File: src/rtl/pic.sv
// Keyboard-style parallel input controller: captures a byte on a device strobe,
// exposes it through a status/buffer register pair, and raises an active-low IRQ.
module pic (
    input  logic       CLK,
    input  logic       RST,
    input  logic [1:0] RW,
    input  logic       ADDR,
    input  logic [7:0] Din,
    output logic [7:0] Dout,
    output logic       IRQ,
    input  logic [7:0] PD,
    input  logic       TR,
    output logic       RDY
);

    typedef enum logic [1:0] {
        IDLE     = 2'd0,
        CAPT     = 2'd1,
        WAIT_LOW = 2'd2,
        HOLD     = 2'd3
    } state_t;

    state_t     state_q, state_d;
    logic [7:0] br_q, br_d;
    logic [7:0] dout_q, dout_d;
    logic       sr7_q, sr7_d;
    logic       sr6_q, sr6_d;
    logic       sr0_q, sr0_d;
    logic       irq_q, irq_d;
    logic       rdy_q, rdy_d;
    logic       tr_prev_q;

    logic [7:0] sr_s;
    logic       rd_sr_s, rd_br_s, wr_sr_s, tr_rise_s;

    // Bus decode and status register view
    always_comb begin
        sr_s      = {sr7_q, sr6_q, 5'b00000, sr0_q};
        rd_sr_s   = (RW == 2'b10) && (ADDR == 1'b0);
        rd_br_s   = (RW == 2'b10) && (ADDR == 1'b1);
        wr_sr_s   = (RW == 2'b11) && (ADDR == 1'b0);
        tr_rise_s = TR && !tr_prev_q;
    end

    // Next-state, register updates and output preparation
    always_comb begin
        state_d = state_q;
        br_d    = br_q;
        dout_d  = dout_q;
        sr7_d   = sr7_q;
        sr6_d   = sr6_q;
        sr0_d   = sr0_q;

        // Bus effects first so that device-side sets take priority over read clears
        if (rd_sr_s) begin
            dout_d = sr_s;
            sr6_d  = 1'b0;
        end else if (rd_br_s) begin
            dout_d = br_q;
            sr7_d  = 1'b0;
        end else if (wr_sr_s) begin
            sr0_d = Din[0];
        end else begin
            dout_d = dout_q;
        end

        case (state_q)
            IDLE: begin
                if (TR) begin
                    br_d    = PD;
                    sr7_d   = 1'b1;
                    state_d = CAPT;
                end else begin
                    state_d = IDLE;
                end
            end
            CAPT:     state_d = WAIT_LOW;
            WAIT_LOW: begin
                if (!TR) begin
                    state_d = HOLD;
                end else begin
                    state_d = WAIT_LOW;
                end
            end
            HOLD: begin
                if (!sr7_q) begin
                    state_d = IDLE;
                end else begin
                    state_d = HOLD;
                end
            end
            default:  state_d = IDLE;
        endcase

        if (((state_q == WAIT_LOW) || (state_q == HOLD)) && tr_rise_s) begin
            sr6_d = 1'b1;
        end else begin
            sr6_d = sr6_d;
        end

        rdy_d = (state_d == IDLE);
        irq_d = ~(sr0_q & sr7_q);
    end

    // State and register flops with synchronous reset
    always_ff @(posedge CLK) begin
        if (RST) begin
            state_q   <= IDLE;
            br_q      <= 8'h00;
            dout_q    <= 8'h00;
            sr7_q     <= 1'b0;
            sr6_q     <= 1'b0;
            sr0_q     <= 1'b0;
            irq_q     <= 1'b1;
            rdy_q     <= 1'b1;
            tr_prev_q <= 1'b0;
        end else begin
            state_q   <= state_d;
            br_q      <= br_d;
            dout_q    <= dout_d;
            sr7_q     <= sr7_d;
            sr6_q     <= sr6_d;
            sr0_q     <= sr0_d;
            irq_q     <= irq_d;
            rdy_q     <= rdy_d;
            tr_prev_q <= TR;
        end
    end

    assign Dout = dout_q;
    assign IRQ  = irq_q;
    assign RDY  = rdy_q;

endmodule

File: config.mk
export PLATFORM = sky130hd
export DESIGN_NAME = pic
export DESIGN_NICKNAME = d
export VERILOG_FILES = /design/src/rtl/pic.sv
export SDC_FILE = /design/constraint.sdc
export NUM_CORES = 1
export LEC_CHECK = 0
export BUFFER_PORTS_ARGS = -buffer_cell sky130_fd_sc_hd__buf_2
export CORE_MARGIN = 10
export CORE_UTILIZATION = 45
export DETAILED_ROUTE_END_ITERATION = 7
export GPL_TIMING_DRIVEN = 0
export PLACE_DENSITY = 0.8
export REMOVE_ABC_BUFFERS = 1
export SLEW_MARGIN = 20
export SYNTH_ARGS = -nofsm -noshare
export SYNTH_HDL_FRONTEND = slang
export SYNTH_SLANG_ARGS = --single-unit
File: constraint.sdc
create_clock -name CLK -period 1.7 [get_ports CLK]
set_clock_uncertainty 0.15 [all_clocks]
set_input_delay 0.17 -clock CLK [delete_from_list [all_inputs] [get_ports CLK]]
set_output_delay 0.17 -clock CLK [all_outputs]
set_load 0.1 [all_outputs]
Yosys cells after proc, flatten, opt, wreduce, memory -nomap -nowiden

Index checks and enable logic that the tools add are counted.

Register bits after elaboration: 24
Input port bits: 22
Logic and storage cells: 46

Eq/ne operators: 5
Muxes and demuxes: 12
Bitwise operators: 5
Reductions and logical operators: 14

Operators by type and width:

| kind                 | number |
|---|---|
| $mux W8              | 2 |
| $eq A2 B2 Y1 const B | 4 |
| $mux W1              | 8 |
| $pmux W2 S4          | 1 |
| $logic_and A1 B1 Y1  | 5 |
| $logic_not A2 Y1     | 2 |
| $not A1 Y1           | 4 |
| $reduce_bool A2 Y1   | 2 |
| $reduce_and A3 Y1    | 1 |
| $eq A2 B1 Y1 const B | 1 |
| $mux W2              | 1 |
| $reduce_and A2 Y1    | 1 |
| $reduce_or A2 Y1     | 1 |
| $and A1 B1 Y1        | 1 |
| $logic_not A1 Y1     | 1 |
| $logic_or A1 B1 Y1   | 1 |

Logic depth before layout (Yosys ltp)

Gate-level depths: netlist (run 1).

Depth in word-level cells: 6
Gate-level depth with buffers: 5
Depth with buffers taken out: 3

Worst setup path after synthesis (run 1)

No wires, ideal clock.

Kind: reg2reg
Start point: reg, netlist name Dout[0]
End point: reg dout_q[0] (netlist: Dout[0])
Library setup time: 0.086 ns
Arrival time: 1.238 ns
Required time: 1.464 ns
Setup slack: 0.226 ns
Stages on the path, launching flop included: 3
Buffers on the path: 0
Clock period less this slack: 1.474 ns
Cells stage by stage: dfxtp_1 nor2_1 a211oi_1

RTL lines:

| item                   | line | RTL |
|---|---|---|
| end signal: assignment | 120  | `dout_q <= dout_d;` |
| end: declaration       | 25   | `logic [7:0] dout_q, dout_d;` |

Worst setup path in the final report (run 1)

Start point: reg state_q[1]
End point: reg br_q[1]

Longest elaborated chain between the ends: 2

Ends and longest elaborated chain:

| item                               | line | RTL |
|---|---|---|
| start: declaration                 | 23   | `state_t state_q, state_d;` |
| start signal: assignment           | 118  | `state_q <= state_d;` |
| $logic_not A2 Y1                   | 67   | `case (state_q)` |
| $reduce_and A2 Y1 (no source line) | --   |  |
| end signal: assignment             | 119  | `br_q <= br_d;` |
| end: declaration                   | 24   | `logic [7:0] br_q, br_d;` |

Every way passes these cells.
A chain may end at the register's enable or synchronous reset.

==> impl_metrics.yaml, run 1 <==
yosys:
  async_flop_share_pct: 0
  netlist_area_sq_um: 913.4
  yosysTopAreaCellShare_pct: 52.60
  avgSynthCellArea_sq_um: 8.955
  yosysWarnings: 0
  synthCells: 102
  synth_top_area_cell: "dfxtp_1"
  synth_edf_count: 0
  ys_ff_latch: 24
  ys_top_cells_by_area: "dfxtp_1 (53%), nand2_1 (9.5%), a21oi_1 (7.7%)"
  yosysSeqAreaShare_pct: 52.60
  ys_types: 22
  synth_ff_type: "dfxtp_1"
critical_path:
  worstPathRequired_ns: 1.80
  end_kind: "flop"
  crit_slowest_cell: "nor3b_2"
  worstPathCellList: "nor3b_2, nand2_1, a21oi_1"
  cp-start-kind: "flop"
  worst_path_largest_cell_delay_ns: 0.56
  cp_max_fo: 8
  worstPathArrival_ns: 1.57
  critPathKind: "flop to flop"
clock_network:
  root_buffer: "clkbuf_4"
  post_cts_resized: 0
  cts_setup_buffers: 0
  cts_buffer_depth: 2
  cts_buffers: 3
  clkTransAtPathRegs_ns: 0.14
  htree_levels: 1
  cts.sinks: 24
  clk_latency_ns: 0.32
  cts_tree: "yes"
drt:
  drtIter0Drc: 51
  routed_wl_um: 2161
  drt_first_pass_iters: 4
  drc: 0
  via_per_inst: 5.019
  avgRoutedWirePerCell_um: 13.51
  vias: 803
  antenna_left: 0
pwr:
  comb_power_share_pct: 16.9
  power.leakage_nw: 0.4939
  p_clk_share_pct: 33.0
  p_total_w: 0.001252
  p_seq_share_pct: 50.1
  switching_share_pct: 27.36
  p_sw_w: 0.0003425
  powerDensity_nw_per_um2: 1070
  max-vdd-ir-drop_uv: 744.4
  p_int_w: 0.0009092
finish:
  syn_to_final_growth_pct: 28.08
  n_fill_cell: 167
  finish.net_count: 156
  regArea_sq_um: 480.5
  multiInputGateArea_sq_um: 392.9
  drive_above_1_share_pct: 22.56
  design_area_sq_um: 1170
  n_antenna_cell: 0
global_route:
  grt_pass1_wl_um: 3505
  antenna_found_initial: 0
  grt_pass1_vias: 778
  overflow: 0
  grt_use_total_pct: 10.38
  grt_max_degree: 26
placed_design:
  hpwl_um: 1465
  gp_congestion: 0.7579
  dp_slack_ns: 0.3046
  port_buffers: 24
  dpl-instance-area_sq_um: 1027
sta:
  hold_violations: 0
  drv_slew: 0
  min_period_over_period_pct: 86.68
  fmax_ghz: 0.6787
  fin_tns_setup_ns: 0
  fin_crit_ns: 1.473
  setup_viol: 0
  fin_ws_ns: 0.2265
  rsz0062_at_grt: "no"
  worst_pin_slew_ns: 0.6346
  timing.slew.headroom_pct: 57.51
floorplan:
  die_area_sq_um: 4232
  std_cell_rows: 16
  start_util_pct: 47.04
  die_x_um: 65.05
  die_y_um: 65.05
  ios: 32
  placeableCoreArea_sq_um: 1942
outcome:
  status: "complete, no violations"
job:
  cap_violations: 0
hold_path:
  hold_path_class: "input pin to flop"
[power by group through the flow]
stage | logic [W] | clock network, W | registers (W)
after floorplan | 0.0000741 | 0 | 0.000698
after global placement | 0.000191 | 0 | 0.000636
after detailed placement | 0.000194 | 0 | 0.000640
after CTS | 0.000211 | 0.000419 | 0.000627
after global routing | 0.000231 | 0.000438 | 0.000632
final | 0.000212 | 0.000413 | 0.000627
[final cells by class]
cell class,instances,area share (%)
tap,27,2.888
sequential,24,41.07
clock buffer,3,1.925
multi-input combinational,72,33.58
clock inverter,1,2.567
timing repair buffer,33,17.97
[what timing repair did]
item	4_1_cts	5_1_grt
setup endpoints to repair	0	0
hold buffers	9	0
endpoints found under the hold margin	9	0
[synth_stat cells, types with 2 or more instances]
library cell,instances
nor2b_1,2
buf_2,2
mux2i_1,4
a211oi_1,3
nand3b_1,3
nand2_1,23
nor3_1,2
clkbuf_1,2
buf_6,2
nand3_1,5
a21oi_1,14
nand2b_1,2
dfxtp_1,24
nor2_1,6
[metal layers]
metal / vias up / part of all wire, % / track usage (%)
met1: 370 / 41 / 10.77
met5: - / 0 / 0
met3: 6 / 5.7 / 3.608
met2: 20 / 51 / 17.86
li1: 407 / - / -
met4: 0 / 2.2 / 5.882
[cells by family after synthesis]
group	count (synthesis)	synth area share, %
AO/OA/AOI/OAI	20	12.88
XOR/XNOR	1	0.9591
buffers and inverters	6	4.384
flip-flops	24	52.60
multiplexers	4	4.384
AND/OR/NAND/NOR	47	24.79
[flip-flops by register name, summed over array words and instances, names as in the netlist]
register and count:
Dout 8, sr7_q 1, br_q 8, RDY 1, state_q 2, sr6_q 1, IRQ 1, sr0_q 1
tr_prev_q 1
[worst max-delay path, delay by kind of cell, from the launching register on]
kind,cells,cell delay (ns)
and+or+nand+nor,2,0.67
AOI/OAI and AO/OA,1,0.19
DFF,1,0.40
[layout by cell type, fill, tap and decap left out]
cell type	instances
o32ai_1	1
nor2_1	6
bufinv_16	1
nor2b_1	2
nor3_1	2
clkbuf_4	3
and2b_1	1
or3b_1	1
o21ai_0	1
nand2_1	23
dlygate4sd3_1	9
buf_2	24
o21bai_2	1
nand2b_1	2
mux2i_1	4
or3_1	1
nand3b_1	3
nand3_1	5
xnor2_1	1
nor3b_2	1
dfxtp_1	24
a211oi_1	3
a21oi_1	14
[path summary, 6_finish.rpt]
check	from	endpoint	slack, ns	cells past startpoint
setup / recovery	state_q[1]	br_q[1]	0.23	3
hold / removal	TR	tr_prev_q	0.02	2
setup reg to reg	state_q[1]	br_q[1]	0.23	3
hold reg to reg	sr0_q	IRQ	0.30	1
[metrics by stage]
stage,util (%),instances,hold slack (ns)
after floorplan,-,96,0.08907
after global placement,52.90,147,0.2544
after detailed placement,52.90,147,0.2567
after CTS,60.24,160,0.006029
after global routing,60.24,160,0.02309
final,60.24,160,0.02023
(Power assumes the default switching activity.)
==> run 2, diff against run 1 <==
--- a/config.mk
+++ b/config.mk
@@ -11,7 +11,6 @@
 export DETAILED_ROUTE_END_ITERATION = 7
 export GPL_TIMING_DRIVEN = 0
 export PLACE_DENSITY = 0.8
-export REMOVE_ABC_BUFFERS = 1
 export SLEW_MARGIN = 20
 export SYNTH_ARGS = -nofsm -noshare
 export SYNTH_HDL_FRONTEND = slang
==> impl_metrics.yaml, run 2 (synthesis results as in run 1) <==
outcome:
  status: "complete, no violations"
sta:
  drv_slew: 0
  hold_violations: 0
  fin_crit_ns: 1.425
  fin_tns_setup_ns: 0
  rsz0062_at_grt: "no"
  worst_pin_slew_ns: 0.5126
  min_period_over_period_pct: 83.83
  setup_viol: 0
  holdWs_ns: 0.01939
  fmax_ghz: 0.7017
  fin_ws_ns: 0.2748
  timing.slew.headroom_pct: 65.67
drt:
  drc: 0
  routed_wl_um: 2100
  via_per_inst: 4.850
  drt_first_pass_iters: 4
  vias: 810
  avgRoutedWirePerCell_um: 12.57
  drtIter0Drc: 24
  antenna_left: 0
hold_path:
  hold_path.startpoint: "TR"
  hold-path-endpoint: "tr_prev_q"
  hold_path_class: "input pin to flop"
  hold_depth: 2
floorplan:
  std_cell_rows: 16
  die_y_um: 65.05
  die_x_um: 65.05
  start_util_pct: 47.04
  die_area_sq_um: 4232
  placeableCoreArea_sq_um: 1942
  ios: 32
finish:
  syn_to_final_growth_pct: 33.56
  n_antenna_cell: 0
  mostFrequentLayoutCell: "buf_2"
  drive_above_1_share_pct: 24.29
  finish.net_count: 163
  design_area_sq_um: 1220
  final_cell_mix: "buf_2 (26), dfxtp_1 (24), nand2_1 (23)"
critical_path:
  worst_path_largest_cell_delay_ns: 0.43
  r2r_cells: 4
  worst-path-buf-inv: 1
  critPathKind: "flop to primary output"
  cp-start-kind: "flop"
  end_kind: "primary output"
  r2r_start: "state_q[1]"
  worstPathCellList: "buf_2"
  cp_top_family: "buffers and inverters"
  worstPathArrival_ns: 1.11
  reg2reg_slack_ns: 0.32
  crit_slowest_cell: "buf_2"
  regToRegEndpoint: "br_q[5]"
  cp_max_fo: 2
  worstPathRequired_ns: 1.38
clock_network:
  cts_tree: "yes"
  cts.sinks: 24
  cts_setup_buffers: 0
  clkTransAtPathRegs_ns: 0.13
  htree_levels: 1
  cts_buffers: 3
  root_buffer: "clkbuf_4"
  post_cts_resized: 0
  cts_buffer_depth: 2
  clk_latency_ns: 0.31
global_route:
  antenna_found_initial: 0
  grt_pass1_vias: 837
  grt_pass1_wl_um: 3636
  grt_use_total_pct: 10.37
  grt_max_degree: 15
  overflow: 0
pwr:
  p_int_w: 0.0009242
  p_seq_share_pct: 49.2
  p_sw_w: 0.0003392
  switching_share_pct: 26.85
  power.leakage_nw: 0.5213
  powerDensity_nw_per_um2: 1036
  max-vdd-ir-drop_uv: 558.2
  comb_power_share_pct: 18.5
  p_clk_share_pct: 32.3
  p_total_w: 0.001263
placed_design:
  dpl-instance-area_sq_um: 1067
  gp_congestion: 0.7804
  hpwl_um: 1473
  port_buffers: 24
  dp_slack_ns: 0.3318
yosys:
  syn-num-nets: 124
job:
  cap_violations: 0
run 2: worst max path at each step:
stage	start	to	slack, ns	depth (start not counted)
finish	Dout[2]	Dout[2]	0.27	1
global route	state_q[1]	br_q[3]	0.19	4
CTS	Dout[6]	Dout[6]	0.27	1
detailed placement	state_q[1]	br_q[3]	0.33	4
global placement	state_q[1]	br_q[1]	0.37	4
floorplan	Dout[0]	Dout[0]	0.23	2
run 2: layout make-up:
type	instances	area, sq um
Multi-Input combinational cell	72	392.9
Tap cell	27	33.78
Sequential cell	24	480.5
Clock buffer	3	22.52
Fill cell	179	721.9
Clock inverter	1	30.03
Buffer	6	40.04
Timing Repair Buffer	34	220.2
run 2: what timing repair did:
action	in CTS	in global routing
endpoints found under the hold margin	12	0
endpoints found under the setup margin	0	0
hold buffers	10	0
run 2: power by group through the flow:
stage / Clock [W] / Sequential [W] / Combinational, W
final: 0.000408 / 0.000622 / 0.000233
after global routing: 0.000437 / 0.000628 / 0.000254
after CTS: 0.000416 / 0.000621 / 0.000235
after detailed placement: 0 / 0.000634 / 0.000216
after global placement: 0 / 0.000632 / 0.000211
after floorplan: 0 / 0.000695 / 0.000102
run 2: routing by layer:
layer / wire length (um) / part of all wire, % / track usage [%]
met1: 894 / 43 / 11.61
met2: 1075 / 51 / 17.86
met3: 117 / 5.6 / 3.265
met4: 13 / 0.62 / 4.011
met5: 0 / 0 / 0
run 2: metrics by stage:
| stage | std cells | utilization [%] |
|---|---|---|
| floorplan | 102 | - |
| global placement | 153 | 54.96 |
| detailed placement | 153 | 54.96 |
| CTS | 167 | 62.82 |
| global route | 167 | 62.82 |
| finish | 167 | 62.82 |
==> run 3, diff against run 2 <==
--- a/config.mk
+++ b/config.mk
@@ -7,10 +7,10 @@
 export LEC_CHECK = 0
 export BUFFER_PORTS_ARGS = -buffer_cell sky130_fd_sc_hd__buf_2
 export CORE_MARGIN = 10
-export CORE_UTILIZATION = 45
+export CORE_UTILIZATION = 42
 export DETAILED_ROUTE_END_ITERATION = 7
 export GPL_TIMING_DRIVEN = 0
-export PLACE_DENSITY = 0.8
+export PLACE_DENSITY = 0.79
 export SLEW_MARGIN = 20
 export SYNTH_ARGS = -nofsm -noshare
 export SYNTH_HDL_FRONTEND = slang
==> constraint.sdc (replaced) <==
create_clock -name CLK -period 1.2 [get_ports CLK]
set_clock_uncertainty 0.15 [all_clocks]
set_input_delay 0.12 -clock CLK [delete_from_list [all_inputs] [get_ports CLK]]
set_output_delay 0.12 -clock CLK [all_outputs]
set_load 0.1 [all_outputs]
==> impl_metrics.yaml, run 3 (synthesis results as in run 1) <==
critical_path:
  cp-startpoint: "state_q[0]"
  r2r_start: "state_q[0]"
  end_kind: "flop"
  crit_slowest_cell: "or3b_4"
  worstPathCellList: "or3b_4, buf_6, nand2_2, a21oi_2"
  cp_max_fo: 5
  critPathKind: "flop to flop"
  worst_path_largest_cell_delay_ns: 0.42
  cp_top_family: "simple AND/OR/NAND/NOR gates"
  cp-start-kind: "flop"
  worst-path-buf-inv: 1
  worstPathRequired_ns: 1.24
  worstPathArrival_ns: 1.38
job:
  cap_violations: 0
pwr:
  p_seq_share_pct: 51.5
  p_sw_w: 0.0005258
  powerDensity_nw_per_um2: 1246
  p_clk_share_pct: 23.9
  p_int_w: 0.001226
  power.leakage_nw: 0.5791
  comb_power_share_pct: 24.6
  p_total_w: 0.001751
  switching_share_pct: 30.02
  max-vdd-ir-drop_uv: 648.3
finish:
  final_cell_mix: "buf_2 (16), dfxtp_1 (14), nand2_1 (14)"
  drive_above_1_share_pct: 45.52
  instances_no_fill: 172
  mostFrequentLayoutCell: "buf_2"
  n_antenna_cell: 0
  post-route-util_pct: 69.49
  syn_to_final_growth_pct: 53.84
  n_fill_cell: 141
  finish.net_count: 168
floorplan:
  die_y_um: 66.64
  die_area_sq_um: 4440
  start_util_pct: 45.17
  die_x_um: 66.64
  ios: 32
  placeableCoreArea_sq_um: 2022
  std_cell_rows: 16
drt:
  drt_first_pass_iters: 4
  avgRoutedWirePerCell_um: 14.16
  routed_wl_um: 2436
  antenna_left: 0
  vias: 891
  via_per_inst: 5.180
  drtIter0Drc: 17
  drc: 0
sta:
  worst_pin_slew_ns: 0.5943
  hold_violations: 1
  drv_slew: 0
  holdWs_ns: -0.01870
  setup_viol: 9
  min_period_over_period_pct: 111.2
  fin_tns_setup_ns: -1.086
  timing.slew.headroom_pct: 60.38
  fin_crit_ns: 1.335
  rsz0062_at_grt: "yes"
  fmax_ghz: 0.7492
  fin_ws_ns: -0.1348
global_route:
  grt_pass1_vias: 859
  grt_use_total_pct: 11.07
  antenna_found_initial: 0
  overflow: 0
  grt_pass1_wl_um: 3870
  grt_max_degree: 14
clock_network:
  clk_latency_ns: 0.31
  clkTransAtPathRegs_ns: 0.12
  holdBufCountCts: 11
  cts.sinks: 24
  cts_buffer_depth: 2
  cts_tree: "yes"
  root_buffer: "clkbuf_4"
  htree_levels: 1
  cts_buffers: 3
outcome:
  status: "finished, violations left"
  violations: "negative hold slack, negative setup slack"
hold_path:
  hold_path.startpoint: "TR"
  hold_path_class: "input pin to flop"
placed_design:
  gp_congestion: 0.7170
  dpl.cell_count: 153
  port_buffers: 24
  hpwl_um: 1531
yosys:
  syn-num-nets: 124
run 3: cell count changes in the layout (fill, tap and decap cells not counted), moves of 4 or more:
cell     change
a21oi_1      -7
a21oi_2      +7
buf_2       -10
buf_4        +4
buf_6        +9
dfxtp_1     -10
dfxtp_2      +8
nand2_1      -9
nand2_2      +7
run 3: final timing paths:
kind                to  slack (ns)  depth (start not counted)
min reg2reg        IRQ        0.29                          1
max reg2reg    br_q[6]       -0.13                          4
min          tr_prev_q       -0.02                          2
max            br_q[6]       -0.13                          4
run 3: timing repair:
action | CTS | global route
resized for setup | 36 | 13
endpoints found under the setup margin | 19 | 10
endpoints found under the hold margin | 12 | 1
pin swaps | 15 | 5
gates cloned | 1 | 0
buffers inserted | 2 | 2
run 3: final cells by class:
| cell class | instances | area [sq um] | area share, % |
|---|---|---|---|
| tap | 27 | 33.78 | 2.404 |
| multi-input combinational | 72 | 470.5 | 33.48 |
| timing repair buffer | 40 | 337.8 | 24.04 |
| sequential | 24 | 498.0 | 35.44 |
| buffer | 5 | 28.78 | 2.048 |
| clock buffer | 4 | 36.28 | 2.582 |
run 3: metal layers:
layer,global-route usage (%),vias up,share of wire [%]
met5,0,-,0
met4,8.115,0,2.8
met3,1.839,6,5.8
met2,18.48,29,49
met1,12.30,421,42
li1,-,435,-
run 3: through the flow:
step	cell area, sq um	hold WS (ns)	setup WS (ns)
after floorplan	923.4	0.05320	-0.08603
after global placement	1077	0.2102	-0.1574
after detailed placement	1077	0.2181	-0.1880
after CTS	1341	-0.03663	-0.1220
after global routing	1405	-0.02176	-0.1613
final	1405	-0.01870	-0.1348
run 3: power groups by stage:
| stage | logic, W | clock network [W] | registers, W |
|---|---|---|---|
| floorplan | 0.000144 | 0 | 0.000986 |
| global placement | 0.000301 | 0 | 0.000897 |
| detailed placement | 0.000308 | 0 | 0.000900 |
| CTS | 0.000386 | 0.000427 | 0.000897 |
| global route | 0.000458 | 0.000452 | 0.000910 |
| finish | 0.000430 | 0.000418 | 0.000903 |
